--- config.mk ---
export PLATFORM = sky130hd
export DESIGN_NAME = dpram_port0_arbiter
export DESIGN_NICKNAME = d
export VERILOG_FILES = /design/src/rtl/dpram_port0_arbiter.sv
export SDC_FILE = /design/constraint.sdc
export NUM_CORES = 1
export LEC_CHECK = 0
export ABC_AREA = 1
export CAP_MARGIN = 20
export CORE_ASPECT_RATIO = 1.25
export CORE_UTILIZATION = 60
export DETAILED_ROUTE_END_ITERATION = 12
export DONT_BUFFER_PORTS = 1
export PLACE_DENSITY_LB_ADDON = 0.15
export SLEW_MARGIN = 25
export SYNTH_ARGS = -nofsm -noshare
export SYNTH_HDL_FRONTEND = slang
export SYNTH_SLANG_ARGS = --single-unit
export TNS_END_PERCENT = 30
--- constraint.sdc ---
create_clock -name clk -period 4.1 [get_ports clk]
set_input_delay 0.82 -clock clk [delete_from_list [all_inputs] [get_ports clk]]
set_output_delay 0.82 -clock clk [all_outputs]
set_load 0.005 [all_outputs]
--- src/rtl/dpram_port0_arbiter.sv ---
// dpram_port0_arbiter: arbitrates two requesters onto RAM port 0 with
// round-robin fairness, lockable ownership bursts and tagged read returns.
module dpram_port0_arbiter #(
    parameter int ADDR_WIDTH = 4,
    parameter int DATA_WIDTH = 8,
    parameter int MAX_BURST  = 4
) (
    input  logic                  clk,
    input  logic                  rst_n,
    input  logic                  req_a,
    input  logic                  req_b,
    input  logic                  we_a,
    input  logic                  we_b,
    input  logic                  lock_a,
    input  logic                  lock_b,
    input  logic [ADDR_WIDTH-1:0] addr_a,
    input  logic [ADDR_WIDTH-1:0] addr_b,
    input  logic [DATA_WIDTH-1:0] wdata_a,
    input  logic [DATA_WIDTH-1:0] wdata_b,
    output logic                  gnt_a,
    output logic                  gnt_b,
    output logic                  rvalid_a,
    output logic                  rvalid_b,
    output logic [DATA_WIDTH-1:0] rdata,
    output logic                  ram_wr_en,
    output logic                  ram_port_en_0,
    output logic [ADDR_WIDTH-1:0] ram_addr_0,
    output logic [DATA_WIDTH-1:0] ram_data_in,
    input  logic [DATA_WIDTH-1:0] ram_data_out_0
);

    localparam int CW = $clog2(MAX_BURST + 1);
    localparam logic [CW-1:0] BURST_LIMIT = CW'(MAX_BURST);

    typedef enum logic [1:0] {
        IDLE,
        OWN_A,
        OWN_B
    } state_t;

    state_t                state_q, state_d;
    logic                  last_b_q, last_b_d;   // 1: B was granted most recently
    logic [CW-1:0]         burst_q, burst_d;     // grants given to current owner
    logic                  gnt_a_c, gnt_b_c;
    logic                  idle_gnt_a, idle_gnt_b;
    logic                  gnt_any;
    logic                  we_sel;
    logic [ADDR_WIDTH-1:0] addr_sel;
    logic [DATA_WIDTH-1:0] wdata_sel;

    logic                  port_en_q, wr_en_q;
    logic [ADDR_WIDTH-1:0] addr_q;
    logic [DATA_WIDTH-1:0] data_q;
    logic                  rd_pend_a_q, rd_pend_b_q;
    logic                  rvalid_a_q, rvalid_b_q;

    // Round-robin decision used whenever nobody holds ownership
    assign idle_gnt_a = req_a & (~req_b | last_b_q);
    assign idle_gnt_b = req_b & (~req_a | ~last_b_q);

    // Grant selection and next ownership / pointer / burst count
    always_comb begin
        state_d  = state_q;
        last_b_d = last_b_q;
        burst_d  = burst_q;
        gnt_a_c  = 1'b0;
        gnt_b_c  = 1'b0;

        case (state_q)
            OWN_A: begin
                if (req_a && lock_a) begin
                    if (req_b && (burst_q >= BURST_LIMIT)) gnt_b_c = 1'b1;
                    else                                   gnt_a_c = 1'b1;
                end else begin
                    gnt_a_c = idle_gnt_a;
                    gnt_b_c = idle_gnt_b;
                end
            end
            OWN_B: begin
                if (req_b && lock_b) begin
                    if (req_a && (burst_q >= BURST_LIMIT)) gnt_a_c = 1'b1;
                    else                                   gnt_b_c = 1'b1;
                end else begin
                    gnt_a_c = idle_gnt_a;
                    gnt_b_c = idle_gnt_b;
                end
            end
            default: begin
                gnt_a_c = idle_gnt_a;
                gnt_b_c = idle_gnt_b;
            end
        endcase

        // Burst count includes the grant that takes ownership, so an owner
        // gets MAX_BURST beats in total before yielding; saturates when alone.
        if (gnt_a_c) begin
            last_b_d = 1'b0;
            if (lock_a) begin
                state_d = OWN_A;
                if (state_q == OWN_A)
                    burst_d = (burst_q >= BURST_LIMIT) ? burst_q : burst_q + CW'(1);
                else
                    burst_d = CW'(1);
            end else begin
                state_d = IDLE;
                burst_d = '0;
            end
        end else if (gnt_b_c) begin
            last_b_d = 1'b1;
            if (lock_b) begin
                state_d = OWN_B;
                if (state_q == OWN_B)
                    burst_d = (burst_q >= BURST_LIMIT) ? burst_q : burst_q + CW'(1);
                else
                    burst_d = CW'(1);
            end else begin
                state_d = IDLE;
                burst_d = '0;
            end
        end else begin
            state_d = IDLE;
            burst_d = '0;
        end
    end

    assign gnt_any   = gnt_a_c | gnt_b_c;
    assign we_sel    = gnt_b_c ? we_b    : we_a;
    assign addr_sel  = gnt_b_c ? addr_b  : addr_a;
    assign wdata_sel = gnt_b_c ? wdata_b : wdata_a;

    // Ownership state, round-robin pointer and burst counter
    always_ff @(posedge clk or negedge rst_n) begin
        if (!rst_n) begin
            state_q  <= IDLE;
            last_b_q <= 1'b1;
            burst_q  <= '0;
        end else begin
            state_q  <= state_d;
            last_b_q <= last_b_d;
            burst_q  <= burst_d;
        end
    end

    // Register the accepted command onto the RAM port; address/data hold when idle
    always_ff @(posedge clk or negedge rst_n) begin
        if (!rst_n) begin
            port_en_q <= 1'b0;
            wr_en_q   <= 1'b0;
            addr_q    <= '0;
            data_q    <= '0;
        end else begin
            port_en_q <= gnt_any;
            wr_en_q   <= gnt_any & we_sel;
            if (gnt_any) begin
                addr_q <= addr_sel;
                data_q <= wdata_sel;
            end
        end
    end

    // Two-stage read tag pipeline aligned with the RAM's registered output
    always_ff @(posedge clk or negedge rst_n) begin
        if (!rst_n) begin
            rd_pend_a_q <= 1'b0;
            rd_pend_b_q <= 1'b0;
            rvalid_a_q  <= 1'b0;
            rvalid_b_q  <= 1'b0;
        end else begin
            rd_pend_a_q <= gnt_a_c & ~we_a;
            rd_pend_b_q <= gnt_b_c & ~we_b;
            rvalid_a_q  <= rd_pend_a_q;
            rvalid_b_q  <= rd_pend_b_q;
        end
    end

    assign gnt_a         = gnt_a_c & rst_n;
    assign gnt_b         = gnt_b_c & rst_n;
    assign rvalid_a      = rvalid_a_q;
    assign rvalid_b      = rvalid_b_q;
    assign rdata         = ram_data_out_0;
    assign ram_wr_en     = wr_en_q;
    assign ram_port_en_0 = port_en_q;
    assign ram_addr_0    = addr_q;
    assign ram_data_in   = data_q;

endmodule

==> metrics.cfg <==
[logic_synthesis]
netlist_instances=206
synthFlopType=dfrtp_1
ys_ff_latch=24
synth.most_common_cell=nand3_1
syn_area_per_cell_um2=7.66
synth_area_um2=1580
synth_top_area_share_pct=36.5
synthTopCellsByCount=50 x nand3_1, 39 x inv_1, 32 x nand2_1, 23 x dfrtp_1
synth_nets=250
ys_types=25
seq_area_frac_synth_pct=38.1
ys_warn_count=0
async_flop_share_pct=100
synth-edff-count=0
ys_top_cells_by_area=dfrtp_1 36%, nand3_1 16%, inv_1 9.3%
yosysTopAreaCell=dfrtp_1

[floorplanning]
initial_core_util_pct=64.3
rows=20
ios=66
dieArea_um2=2840
fp.dieW_um=47.9
core-area_um2=2450
die_h_um=59.3

[clock_network]
cts_tree=built
postCtsResizedCells=0
cts_hold_buf=0
clk_latency_ns=0.31
clock-sinks=24
cts_buffers=3
cts.root.buffer_cell=clkbuf_4
clkSlewWorstSetupHoldPaths_ns=0.13
cts_setup_buffers=0
htreeDepth=1
cts_buffer_depth=2

[global_routing]
grt_max_degree=26
antenna_found_initial=0
gr-total-overflow=0
grt_pass1_vias=1261
grt_pass1_wl_um=5220
grt_usage_pct=26.0

[sta]
finalHoldViolations=0
period_share_pct=65.6
whs_ns=0.178
finalCriticalPeriod_ns=2.69
max_freq_mhz=372
skew_ns=0.00443
setup_viol=0
rsz0062_at_grt=no
drv_slew=0
worst_pin_slew_ns=0.531
tns_ns=0
relSlewSlack_pct=64.5

[setup_path]
r2r_slack_ns=2.18
cp-start-kind=flop
crit_fanout=16
crit_slowest_cell=nand2_1
critPathMaxStageDelay_ns=0.40
arrival_ns=1.87
r2r-end=ram_addr_0[2]
path_buf_inv=1
r2r_cells=8
crit_cells=5
worstPathCellList=inv_1 > ha_1 > nand2_1 > nand2_4 > nor2_1
crit_type=flop to output port
crit_path_end_kind=output port
critPathTopFamily=simple AND/OR/NAND/NOR gates
r2r_start=state_q[0]
crit_required_ns=3.28

[routing]
wl_um=3240
num_vias=1250
routedWlPerCell_um=14.3
drc=0
via_per_inst=5.53
ant_nets=0
drt_iter0_drc=35
drtPass1Iterations=4

[cells_and_area]
finalNetCount=238
layout-drive-gt1-share_pct=12.4
finalNonFillerCells=226
fill_cells=232
syn_to_final_growth_pct=-3.49
diodes=0

[placement]
dpl.hpwl_um=2450
placed_cells=222
portBuffers=0
place.gp.congestion=0.766

[pwr]
peakVddDrop_mv=0.469
powerDensity_nw_per_um2=871
power_leakage_uw=0.000865
power_uw=1330

[flow_run]
maxCapViolations=0

[outcome]
run_status=finished, final reports clean

[worst_hold_path]
min_path_type=input port to async pin

-- where the power goes --
group	switching, uW	internal, uW	total [uW]
Sequential	78.3	356	434
Clock	70.1	38.0	108
Combinational	542	243	785
-- routing by layer --
| layer | part of all wire, % | GRT usage (%) | vias to the layer above |
|---|---|---|---|
| li1 | - | - | 612 |
| met4 | 1.9 | 10.7 | 0 |
| met2 | 53 | 43.4 | 48 |
| met1 | 39 | 30.6 | 582 |
| met3 | 6.4 | 6.71 | 8 |
| met5 | 0 | 0 | - |
-- worst max path at each step --
stage | start | to | slack (ns)
floorplan | lock_b | gnt_b | 1.70
global placement | req_a | gnt_b | 1.58
detailed placement | req_a | gnt_b | 1.54
CTS | state_q[0] | gnt_b | 1.41
global route | state_q[0] | gnt_b | 1.22
finish | state_q[0] | gnt_b | 1.41
-- flip-flops by register name, summed over array words and instances, names as in the netlist --
signal and cells:
burst_q 3, ram_port_en_0 1, rvalid_a 1, rd_pend_a_q 1
rd_pend_b_q 1, ram_data_in 8, rvalid_b 1, ram_addr_0 4
state_q 2, last_b_q 1, ram_wr_en 1
-- through the flow --
step           util [%]  setup slack (ns)  area [um^2]
2_1_floorplan         -              1.70         1580
3_3_place_gp       61.0              1.58         1500
3_5_place_dp       61.0              1.54         1500
4_1_cts            62.1              1.41         1520
5_1_grt            62.1              1.22         1520
6_report           62.1              1.41         1520
-- worst reg2reg max path, cell delays in order, from the launching register on --
cell and delay (ns):
dfrtp_1 0.38, inv_1 0.05, ha_1 0.33, inv_1 0.17, nand3_1 0.14, nand2_2 0.33
nand2_4 0.23, nand3_2 0.12, nand2_1 0.06
-- cell families (layout without fill, tap and decap cells) --
| family | Yosys count | in the layout | share of synthesized area, % |
|---|---|---|---|
| fa+ha+maj | 4 | 4 | 3.17 |
| compound gates | 4 | 4 | 1.27 |
| flops | 24 | 24 | 38.1 |
| simple gates | 115 | 115 | 39.3 |
| xor+xnor | 1 | 1 | 0.555 |
| buf+inv | 58 | 45 | 17.5 |
-- cells in the final DEF, fill, tap and decap left out, types with 2 or more instances in the layout --
cell type and instances:
inv_1 39, o21ai_0 2, nand2_1 32, nand2_2 4, nor2_1 10, dfrtp_1 23, clkbuf_4 3, ha_1 4
nand3_1 50, nand4_1 2, nand3_2 11, nand2_4 2
-- final cells by class --
| type | instances | area (um^2) | area share (%) |
|---|---|---|---|
| multi-input combinational | 124 | 699 | 45.9 |
| sequential | 24 | 602 | 39.5 |
| inverter | 41 | 154 | 10.1 |
| tap | 33 | 41.3 | 2.71 |
| clock buffer | 4 | 26.3 | 1.73 |
Power figures use the tool's default switching activity.
